==> config.mk <==
export PLATFORM = sky130hd
export DESIGN_NAME = branch_resolution_queue
export DESIGN_NICKNAME = d
export VERILOG_FILES = /design/src/rtl/brq_pkg.sv /design/src/rtl/brq_mispredict_check.sv /design/src/rtl/branch_resolution_queue.sv
export SDC_FILE = /design/constraint.sdc
export NUM_CORES = 2
export LEC_CHECK = 0
export ABC_AREA = 1
export BUFFER_PORTS_ARGS = -buffer_cell sky130_fd_sc_hd__buf_2
export CAP_MARGIN = 20
export CORE_MARGIN = 1
export CORE_UTILIZATION = 40
export CTS_BUF_LIST = sky130_fd_sc_hd__clkbuf_8
export DETAILED_ROUTE_END_ITERATION = 8
export GPL_ROUTABILITY_DRIVEN = 0
export MAX_ROUTING_LAYER = met4
export PLACE_DENSITY_LB_ADDON = 0.15
export SLEW_MARGIN = 0
export SYNTH_ARGS = -nofsm -noshare
export SYNTH_HDL_FRONTEND = slang
export SYNTH_SLANG_ARGS = --single-unit
==> constraint.sdc <==
create_clock -name clk -period 5.39 [get_ports clk]
set_input_delay 1.078 -clock clk [delete_from_list [all_inputs] [get_ports clk]]
set_output_delay 1.078 -clock clk [all_outputs]
set_load 0.005 [all_outputs]
==> src/rtl/brq_pkg.sv <==
`default_nettype none
// +--------------------------------------------------------------------------+
// | Module   : brq_pkg                                                       |
// | Purpose  : Shared types for the branch resolution queue.                 |
// | Revision : 1.0                                                           |
// +--------------------------------------------------------------------------+
package brq_pkg;

    localparam int unsigned C_BRQ_DEPTH_DEFAULT = 8;

    typedef enum logic [1:0] {
        EMPTY    = 2'd0,
        PENDING  = 2'd1,
        RESOLVED = 2'd2
    } brq_state_e;

    typedef struct packed {
        logic [31:0] pc;
        logic        pred_taken;
        logic [31:0] pred_target;
        logic [31:0] actual;
        logic        mis;
        brq_state_e  state;
    } brq_entry_t;

    function automatic int unsigned brq_tag_w(input int unsigned depth);
        return $clog2(depth);
    endfunction

endpackage
`default_nettype wire

==> src/rtl/brq_mispredict_check.sv <==
`default_nettype none
// +--------------------------------------------------------------------------+
// | Module   : brq_mispredict_check                                          |
// | Purpose  : Resolved next PC and mispredict flag for one queue entry.     |
// | Revision : 1.0                                                           |
// +--------------------------------------------------------------------------+
module brq_mispredict_check (
    input  logic [31:0] entry_pc,
    input  logic        entry_pred_taken,
    input  logic [31:0] entry_pred_target,
    input  logic        resolve_taken,
    input  logic [31:0] resolve_target,
    output logic [31:0] actual,
    output logic        mis
);

    assign actual = resolve_taken ? resolve_target : (entry_pc + 32'd4);

    // A correctly predicted taken branch still mispredicts if the target differs.
    assign mis = (resolve_taken != entry_pred_taken) |
                 (resolve_taken & (resolve_target != entry_pred_target));

endmodule
`default_nettype wire

==> src/rtl/branch_resolution_queue.sv <==
`default_nettype none
// +--------------------------------------------------------------------------+
// | Module   : branch_resolution_queue                                       |
// | Purpose  : In-order branch queue: resolve, redirect, squash, retire.     |
// |            Define BRQ_STATS_EN to enable retire/mispredict counters.     |
// | Revision : 1.0                                                           |
// +--------------------------------------------------------------------------+
module branch_resolution_queue
    import brq_pkg::*;
#(
    parameter int unsigned SUPER     = 2,
    parameter int unsigned BRQ_DEPTH = C_BRQ_DEPTH_DEFAULT,
    parameter int unsigned TAG_W     = brq_tag_w(BRQ_DEPTH)
) (
    input  logic                        clk,
    input  logic                        rst,
    input  logic [SUPER-1:0]            alloc_valid,
    input  logic [SUPER-1:0][31:0]      alloc_pc,
    input  logic [SUPER-1:0]            alloc_pred_taken,
    input  logic [SUPER-1:0][31:0]      alloc_pred_target,
    output logic                        alloc_ready,
    output logic [SUPER-1:0][TAG_W-1:0] alloc_tag,
    input  logic                        resolve_valid,
    input  logic [TAG_W-1:0]            resolve_tag,
    input  logic                        resolve_taken,
    input  logic [31:0]                 resolve_target,
    output logic                        redirect_valid,
    output logic [31:0]                 redirect_pc,
    output logic [SUPER-1:0]            upd_valid,
    output logic [SUPER-1:0][31:0]      upd_pc,
    output logic [SUPER-1:0][31:0]      actual_nextpc,
    output logic [SUPER-1:0]            mispredict,
    output logic [31:0]                 stat_branches,
    output logic [31:0]                 stat_mispredicts
);

    localparam int unsigned     C_PTR_W = TAG_W + 1;
    localparam logic [C_PTR_W-1:0] C_DEPTH = C_PTR_W'(BRQ_DEPTH);
    localparam logic [C_PTR_W-1:0] C_SUPER = C_PTR_W'(SUPER);

    brq_entry_t                  r_entries [BRQ_DEPTH];
    logic [C_PTR_W-1:0]          r_head;
    logic [C_PTR_W-1:0]          r_tail;
    logic [C_PTR_W-1:0]          r_count;
    logic                        r_redirect_valid;
    logic [31:0]                 r_redirect_pc;
    logic [SUPER-1:0]            r_upd_valid;
    logic [SUPER-1:0][31:0]      r_upd_pc;
    logic [SUPER-1:0][31:0]      r_actual_nextpc;
    logic [SUPER-1:0]            r_mispredict;

    logic [SUPER-1:0][TAG_W-1:0] w_alloc_idx;
    logic [C_PTR_W-1:0]          w_n_alloc;
    logic [C_PTR_W-1:0]          w_alloc_cnt;
    logic                        w_alloc_en;
    logic                        w_res_accept;
    logic [31:0]                 w_res_actual;
    logic                        w_res_mis;
    logic                        w_squash;
    logic [TAG_W-1:0]            w_res_off;
    logic [BRQ_DEPTH-1:0]        w_squash_mask;
    logic [SUPER-1:0]            w_ret_mask;
    logic [SUPER-1:0][TAG_W-1:0] w_ret_idx;
    logic [C_PTR_W-1:0]          w_n_ret;

    // Admission looks only at the registered count; this cycle's retires do not help.
    assign alloc_ready = (C_DEPTH - r_count) >= C_SUPER;

    always_comb begin
        w_n_alloc = '0;
        for (int i = 0; i < SUPER; i++) begin
            w_alloc_idx[i] = r_tail[TAG_W-1:0] + w_n_alloc[TAG_W-1:0];
            w_n_alloc      = w_n_alloc + C_PTR_W'(alloc_valid[i]);
        end
    end

    assign alloc_tag   = w_alloc_idx;
    assign w_alloc_en  = alloc_ready & ~w_squash;
    assign w_alloc_cnt = w_alloc_en ? w_n_alloc : '0;

    assign w_res_accept = resolve_valid && (r_entries[resolve_tag].state == PENDING);

    brq_mispredict_check u_mispredict_check (
        .entry_pc          (r_entries[resolve_tag].pc),
        .entry_pred_taken  (r_entries[resolve_tag].pred_taken),
        .entry_pred_target (r_entries[resolve_tag].pred_target),
        .resolve_taken     (resolve_taken),
        .resolve_target    (resolve_target),
        .actual            (w_res_actual),
        .mis               (w_res_mis)
    );

    assign w_squash  = w_res_accept & w_res_mis;
    assign w_res_off = resolve_tag - r_head[TAG_W-1:0];

    // Age relative to head decides which entries are younger than the mispredict.
    always_comb begin
        for (int j = 0; j < BRQ_DEPTH; j++) begin
            w_squash_mask[j] = w_squash && ((TAG_W'(j) - r_head[TAG_W-1:0]) > w_res_off);
        end
    end

    always_comb begin
        logic v_run;
        v_run      = 1'b1;
        w_ret_mask = '0;
        w_n_ret    = '0;
        for (int k = 0; k < SUPER; k++) begin
            w_ret_idx[k]  = r_head[TAG_W-1:0] + TAG_W'(k);
            v_run         = v_run & (r_entries[w_ret_idx[k]].state == RESOLVED);
            w_ret_mask[k] = v_run;
            w_n_ret       = w_n_ret + C_PTR_W'(v_run);
        end
    end

    always_ff @(posedge clk) begin
        if (rst) begin
            for (int j = 0; j < BRQ_DEPTH; j++) begin
                r_entries[j] <= '0;
            end
            r_head           <= '0;
            r_tail           <= '0;
            r_count          <= '0;
            r_redirect_valid <= 1'b0;
            r_redirect_pc    <= '0;
            r_upd_valid      <= '0;
            r_upd_pc         <= '0;
            r_actual_nextpc  <= '0;
            r_mispredict     <= '0;
        end else begin
            for (int k = 0; k < SUPER; k++) begin
                r_upd_valid[k]     <= w_ret_mask[k];
                r_upd_pc[k]        <= w_ret_mask[k] ? r_entries[w_ret_idx[k]].pc : 32'd0;
                r_actual_nextpc[k] <= w_ret_mask[k] ? r_entries[w_ret_idx[k]].actual : 32'd0;
                r_mispredict[k]    <= w_ret_mask[k] & r_entries[w_ret_idx[k]].mis;
                if (w_ret_mask[k]) begin
                    r_entries[w_ret_idx[k]].state <= EMPTY;
                end
            end

            if (w_alloc_en) begin
                for (int i = 0; i < SUPER; i++) begin
                    if (alloc_valid[i]) begin
                        r_entries[w_alloc_idx[i]] <= '{pc:          alloc_pc[i],
                                                       pred_taken:  alloc_pred_taken[i],
                                                       pred_target: alloc_pred_target[i],
                                                       actual:      32'd0,
                                                       mis:         1'b0,
                                                       state:       PENDING};
                    end
                end
            end

            if (w_res_accept) begin
                r_entries[resolve_tag].actual <= w_res_actual;
                r_entries[resolve_tag].mis    <= w_res_mis;
                r_entries[resolve_tag].state  <= RESOLVED;
            end

            for (int j = 0; j < BRQ_DEPTH; j++) begin
                if (w_squash_mask[j]) begin
                    r_entries[j].state <= EMPTY;
                end
            end

            r_redirect_valid <= w_squash;
            r_redirect_pc    <= w_squash ? w_res_actual : 32'd0;

            r_head <= r_head + w_n_ret;
            if (w_squash) begin
                // Tail rebuilt from head so the wrap bit stays consistent.
                r_tail  <= r_head + {1'b0, w_res_off} + C_PTR_W'(1);
                r_count <= {1'b0, w_res_off} + C_PTR_W'(1) - w_n_ret;
            end else begin
                r_tail  <= r_tail + w_alloc_cnt;
                r_count <= r_count + w_alloc_cnt - w_n_ret;
            end
        end
    end

    assign redirect_valid = r_redirect_valid;
    assign redirect_pc    = r_redirect_pc;
    assign upd_valid      = r_upd_valid;
    assign upd_pc         = r_upd_pc;
    assign actual_nextpc  = r_actual_nextpc;
    assign mispredict     = r_mispredict;

`ifdef BRQ_STATS_EN
    logic [31:0]        r_stat_br;
    logic [31:0]        r_stat_mis;
    logic [C_PTR_W-1:0] w_n_ret_mis;
    logic [32:0]        w_br_sum;
    logic [32:0]        w_mis_sum;

    always_comb begin
        w_n_ret_mis = '0;
        for (int k = 0; k < SUPER; k++) begin
            w_n_ret_mis = w_n_ret_mis +
                          C_PTR_W'(w_ret_mask[k] & r_entries[w_ret_idx[k]].mis);
        end
    end

    assign w_br_sum  = {1'b0, r_stat_br}  + 33'(w_n_ret);
    assign w_mis_sum = {1'b0, r_stat_mis} + 33'(w_n_ret_mis);

    always_ff @(posedge clk) begin
        if (rst) begin
            r_stat_br  <= '0;
            r_stat_mis <= '0;
        end else begin
            r_stat_br  <= w_br_sum[32]  ? 32'hFFFF_FFFF : w_br_sum[31:0];
            r_stat_mis <= w_mis_sum[32] ? 32'hFFFF_FFFF : w_mis_sum[31:0];
        end
    end

    assign stat_branches    = r_stat_br;
    assign stat_mispredicts = r_stat_mis;
`else
    assign stat_branches    = 32'd0;
    assign stat_mispredicts = 32'd0;
`endif

endmodule
`default_nettype wire

# Yosys cells after proc, flatten, opt, wreduce, memory -nomap -nowiden
# Memory sizes are Yosys's and may differ from the RTL's. A register that Yosys moved wholly into a read port is not among the register bits.
# Index checks and enable logic that the tools add are counted.
[op_classes]
n_lt_le_gt_ge = 9
eq_ne = 17
n_bitwise = 90
addsub = 23
n_reduce_logical = 14
muxes = 62
[ops]
columns = ["op", "count"]
rows = [
  ["100-bit 2-to-1 mux", 2],
  ["100-bit OR reduction", 2],
  ["1-bit AND", 44],
  ["1-bit 2-to-1 mux", 43],
  ["32-bit by 3-bit adder with 32-bit output, second input constant", 1],
  ["32-bit 2-to-1 mux", 1],
  ["32-bit != test", 1],
  ["1-bit NOT", 27],
  ["3-bit == test, second input constant", 8],
  ["3-bit > comparator", 8],
  ["2-bit 2-to-1 mux", 11],
  ["4-bit by 2-bit adder with 4-bit output", 3],
  ["3-bit == test", 4],
  ["3-bit subtractor, first input constant", 4],
  ["1-bit logical AND", 9],
  ["3-bit 2-to-1 mux", 3],
  ["1-bit bitwise OR", 9],
  ["1-bit AND, second input constant", 8],
  ["4-bit 2-to-1 mux", 2],
  ["4-bit by 2-bit subtractor with 4-bit output", 2],
  ["2-bit OR reduction", 3],
  ["1-bit by 3-bit subtractor with 3-bit output, first input constant", 2],
  ["2-bit by 3-bit subtractor with 3-bit output, first input constant", 2],
  ["1-bit by 1-bit adder with 2-bit output", 2],
  ["other kinds (12)", 14],
]
[word_totals]
elab_cells = 227
reg_bits = 177
memories = 1
output_inout_bits = 236
input_bits = 171
mem_bits_rw = 800
[mem_list]
columns = ["memory", "words", "word_bits", "read_ports", "rd_clocked_by_memory_dff", "write_ports", "line", "text"]
rows = [
  ["r_entries", 8, 100, 3, 1, 11, "branch_resolution_queue.sv:41", "brq_entry_t r_entries [BRQ_DEPTH];"],
]

# Logic depth before layout (Yosys ltp)
# An unclocked memory read counts as a cell.
[logic_depth]
word_depth = 21
depth_mapped = 30
ltp_nobuf = 27

# Modules after synthesis
# From an unflattened synthesis, not the netlist that was laid out.
[unflattened]
hier_cells = 5137
area_unflattened_um2 = 48761.8
[modules_own_cells]
columns = ["module", "cells_each", "seq_area_each_um2", "area_per_inst_um2", "instances"]
rows = [
  ["branch_resolution_queue", 4764, 27366.2, 47048.9, 1],
  ["brq_mispredict_check", 373, 0.0, 1712.9, 1],
]

# Worst setup path after synthesis
# Ideal clock, no wire load.
[synth_path]
kind = "input to register"
startpoint = "input resolve_tag[0]"
endpoint = "memory r_entries[0][35] in the netlist's numbering (enable)"
slack_ps = 160
t_arrival_ps = 4363
cell_stages = 16
path_cell_list = "buf_2 > inv_2 > buf_6 > nor2_2 > clkinv_1 > o22ai_1 > a21oi_1 > o2111ai_1 > nand2_1 > nor2_1 > nand2_2 > nand2_2 > inv_2 > buf_2 > nand3_1 > nand3_1"
[synth_lines]
columns = ["item", "line", "text"]
rows = [
  ["start: declaration", "branch_resolution_queue.sv:24", "input logic [TAG_W-1:0] resolve_tag,"],
  ["end: declaration", "branch_resolution_queue.sv:41", ""],
]

# Worst setup path after layout
[layout_path]
startpoint = "register r_head[2]"
endpoint = "register r_actual_nextpc, in the netlist actual_nextpc[52] (read register of r_entries)"
[layout_between]
elab_chain_cells = 6
[layout_lines]
columns = ["item", "line", "text"]
rows = [
  ["start: declaration", "branch_resolution_queue.sv:42", "logic [C_PTR_W-1:0] r_head;"],
  ["start signal: assignment", "branch_resolution_queue.sv:169", "r_head <= r_head + w_n_ret;"],
  ["3-bit by 1-bit adder with 3-bit output *", "branch_resolution_queue.sv:109", "w_ret_idx[k] = r_head[TAG_W-1:0] + TAG_W'(k);"],
  ["memory read 8 x 100 bit *", "-", ""],
  ["2-bit == test", "branch_resolution_queue.sv:110", "v_run = v_run & (r_entries[w_ret_idx[k]].state == RESOLVED);"],
  ["1-bit AND", "branch_resolution_queue.sv:110", ""],
  ["1-bit NOT (no line)", "-", ""],
  ["2-bit OR reduction (no line)", "-", ""],
  ["end: declaration", "branch_resolution_queue.sv:49", "logic [SUPER-1:0][31:0] r_actual_nextpc;"],
]
# Mark *: on every way between the ends. The rest lies on a longest branch, timed or not.
# A chain may end at the register's enable or synchronous reset.

==> summary.txt <==
Run status
  • Status: complete, no violations

Power
  • Total power: 20.4 mW
  • Pwr dens: 353 nW/um2
  • Peak supply drop: 0.274 mV
  • Leakage: 23.1 nW

Synthesis
  • Synthesis-stage register bit count: 975
  • Synth area leader: edfxtp_1
  • Yosys Warn Count: 0
  • Sequential fraction of the synthesis area: 0.550
  • Asr flop ratio synth: 0
  • Syn_area_per_cell: 8.93 um2
  • Synthesized area: 49800 um2
  • Synth unique cells: 58
  • Most common cell in the netlist: nand2_1
  • Post-synth top area share: 0.473
  • Number of synthesized flops with an enable pin: 784
  • Largest cells by area after synthesis: edfxtp_1 (47%), dfxtp_1 (7.7%), nand2_1 (7.0%)
  • Commonest cells post-synth: nand2_1 (934), edfxtp_1 (784), nor2_1 (583)
  • Syn Inst Count: 5579
  • Most used DFF post-synth: edfxtp_1

Setup path
  • Crit path largest cell delay: 570 ps
  • Crit path arrival time: 5400 ps
  • Worst Path Required: 6130 ps
  • CP Class: reg -> reg
  • Critical path, cell by cell: inv_2, buf_4, nand2_1, nand2_1, nand3_1, o22ai_1, nor2_1, nand2_1, nand3_1, nor2_1, inv_2, buf_12, a21oi_1
  • Crit-path max FO: 31
  • Worst path most repeated cell: nand2_1
  • Critical path launch point type: flip-flop
  • Slowest cell on crit path: nand3_1
  • CP Capture Type: flip-flop

Timing
  • Slew Limit Fails: 0
  • Crit path time final: 4660 ps
  • Final setup viols: 0
  • RSZ-0062 raised after global routing: false
  • Slew Limit Headroom: 0.228
  • Post-Route Hold Slack: 473 ps
  • Tcrit/Tclk final: 0.865
  • Setup TNS: 0 ps
  • Setup Skew: 63.1 ps
  • Worst-Margin Slew: 1160 ps
  • Hold violation count in the final report: 0
  • Post-route setup slack: 727 ps
  • Fmax: 214 MHz

Clock network
  • H-tree depth: 4
  • Clk buf depth: 3
  • Clk sinks: 975
  • # resized after CTS: 0
  • Setup bufs post-CTS: 0
  • TritonCTS buffer count: 171
  • Clock Latency Late Sink: 940 ps
  • Root buffer cell: clkbuf_8
  • Cts hold-fix bufs: 0
  • Clock transition at the registers of the reported paths: 60 ps
  • Clock tree from TritonCTS: yes

Placement
  • DP HPWL: 140 mm
  • Pre-CTS setup slack: 116 ps
  • DP Area: 54500 um2
  • # port buffers: 342
  • Placed cells: 7397

Global routing
  • First-pass GRT wire length: 314 mm
  • GRT Residual Overflow: 0
  • Vias in the first global route: 44.5k
  • Initial antenna violation count: 12
  • GRT Total Usage: 0.354
  • Largest net degree at the start of global routing: 107

Floorplanning
  • Chip Width: 355 um
  • Die Ht: 355 um
  • Full die area: 126000 um2
  • I/O pin count: 407
  • Initial Utilization: 0.403
  • Core area: 124000 um2
  • Row cnt: 129

Finish
  • Post-route cell area: 57800 um2
  • Post-layout util: 0.468
  • Area Overhead vs Synth: 16.1%
  • Layout cell share with drive strength beyond 1: 0.145
  • Final cell count without fillers: 7722
  • Final nets: 6151

Routing
  • Vias: 47.2k
  • Antenna Violating Nets Remaining: 0
  • DR vias/cell: 6.12
  • Post-route DRC: 0
  • Final wirelength: 222 mm
  • Initial DRC Count: 7294
  • Drt pass-1 iters: 7
  • Wirelength per Cell: 28.8 um

Run
  • Max cap viols: 0

Min path
  • Worst hold path class: in -> reg
==> registers in the layout, summed over array words and instances (netlist names) <==
| signal | count |
|---|---|
| mispredict | 2 |
| upd_pc | 64 |
| actual_nextpc | 64 |
| r_tail | 3 |
| r_entries | 800 |
| redirect_valid | 1 |
| redirect_pc | 32 |
| r_head | 3 |
| r_count | 4 |
| upd_valid | 2 |
==> metal layers <==
metal  up-vias  routed length [um]  track usage
li1      20300                   -            -
met1     22500               83600        0.435
met2      3562               97500        0.527
met3       773               27200       0.0929
met4         0               13900        0.201
met5         -                   0            -
==> final timing paths <==
kind,startpoint,depth (start not counted),slack [ps],endpoint
worst min register to register,r_entries[4][1]$_SDFFE_PP1P_,2,480,r_entries[4][1]$_SDFFE_PP1P_
worst max-delay path,r_head[2]$_SDFF_PP0_,13,730,actual_nextpc[52]$_SDFF_PP0_
worst max register to register,r_head[2]$_SDFF_PP0_,13,730,actual_nextpc[52]$_SDFF_PP0_
worst min-delay path,alloc_pred_target[22],3,470,r_entries[2][57]$_DFFE_PP_
==> report_power, final <==
group / switching, mW / internal [mW] / leakage (nW)
Sequential: 0.426 / 9.18 / 9.68
Clock: 3.32 / 3.37 / 1.90
Combinational: 2.90 / 1.19 / 11.6
Total: 6.65 / 13.7 / 23.1
==> area by class of cell <==
type / instances / area (um2)
inverters: 580 / 2190
fillers: 12100 / 65800
clock inverters: 127 / 656
clock buffers: 189 / 2600
flip-flops and latches: 975 / 27400
well taps: 1637 / 2050
repair buffers: 574 / 4260
diodes: 9 / 22.5
multi-input cells: 3631 / 18700
==> critical path: cells and delay by family (launching register included) <==
| family | cells | cell delay [ps] |
|---|---|---|
| AO/OA/AOI/OAI | 2 | 840 |
| AND/OR/NAND/NOR | 7 | 1780 |
| flip-flops | 1 | 430 |
| buffers and inverters | 4 | 1360 |
==> placed cells by master (no fill, tap or decap), drive strengths merged, types with 8 or more instances in the layout <==
cell and n:
a41oi 9, o21bai 10, xnor2 10, edfxtp 784
buf 574, diode 9, a22oi 14, o22ai 537
o221ai 9, mux2i 9, clkinvlp 8, nand3b 9
clkbuf 189, conb 64, nand3 193, ha 40
a221oi 145, nor3 17, xor2 19, inv 628
o21ai 568, nor2 590, nand4 48, dfxtp 191
nand2 937, a21oi 337, clkinv 68
==> logic make-up (layout without fill, tap and decap cells) <==
| logic type | count (synthesis) | after routing | share of synthesized area |
|---|---|---|---|
| AND/OR/NAND/NOR | 1805 | 1805 | 0.146 |
| AO/OA/AOI/OAI | 1677 | 1677 | 0.199 |
| buffers and inverters | 1036 | 1470 | 0.0858 |
| flip-flops | 975 | 975 | 0.550 |
| adder cells (fa/ha/maj) | 47 | 47 | 0.0129 |
| XOR/XNOR | 29 | 29 | 0.00510 |
| multiplexers | 9 | 9 | 0.00188 |
| other | 1 | 73 | 0.0000753 |
(Power assumes the default switching activity.)
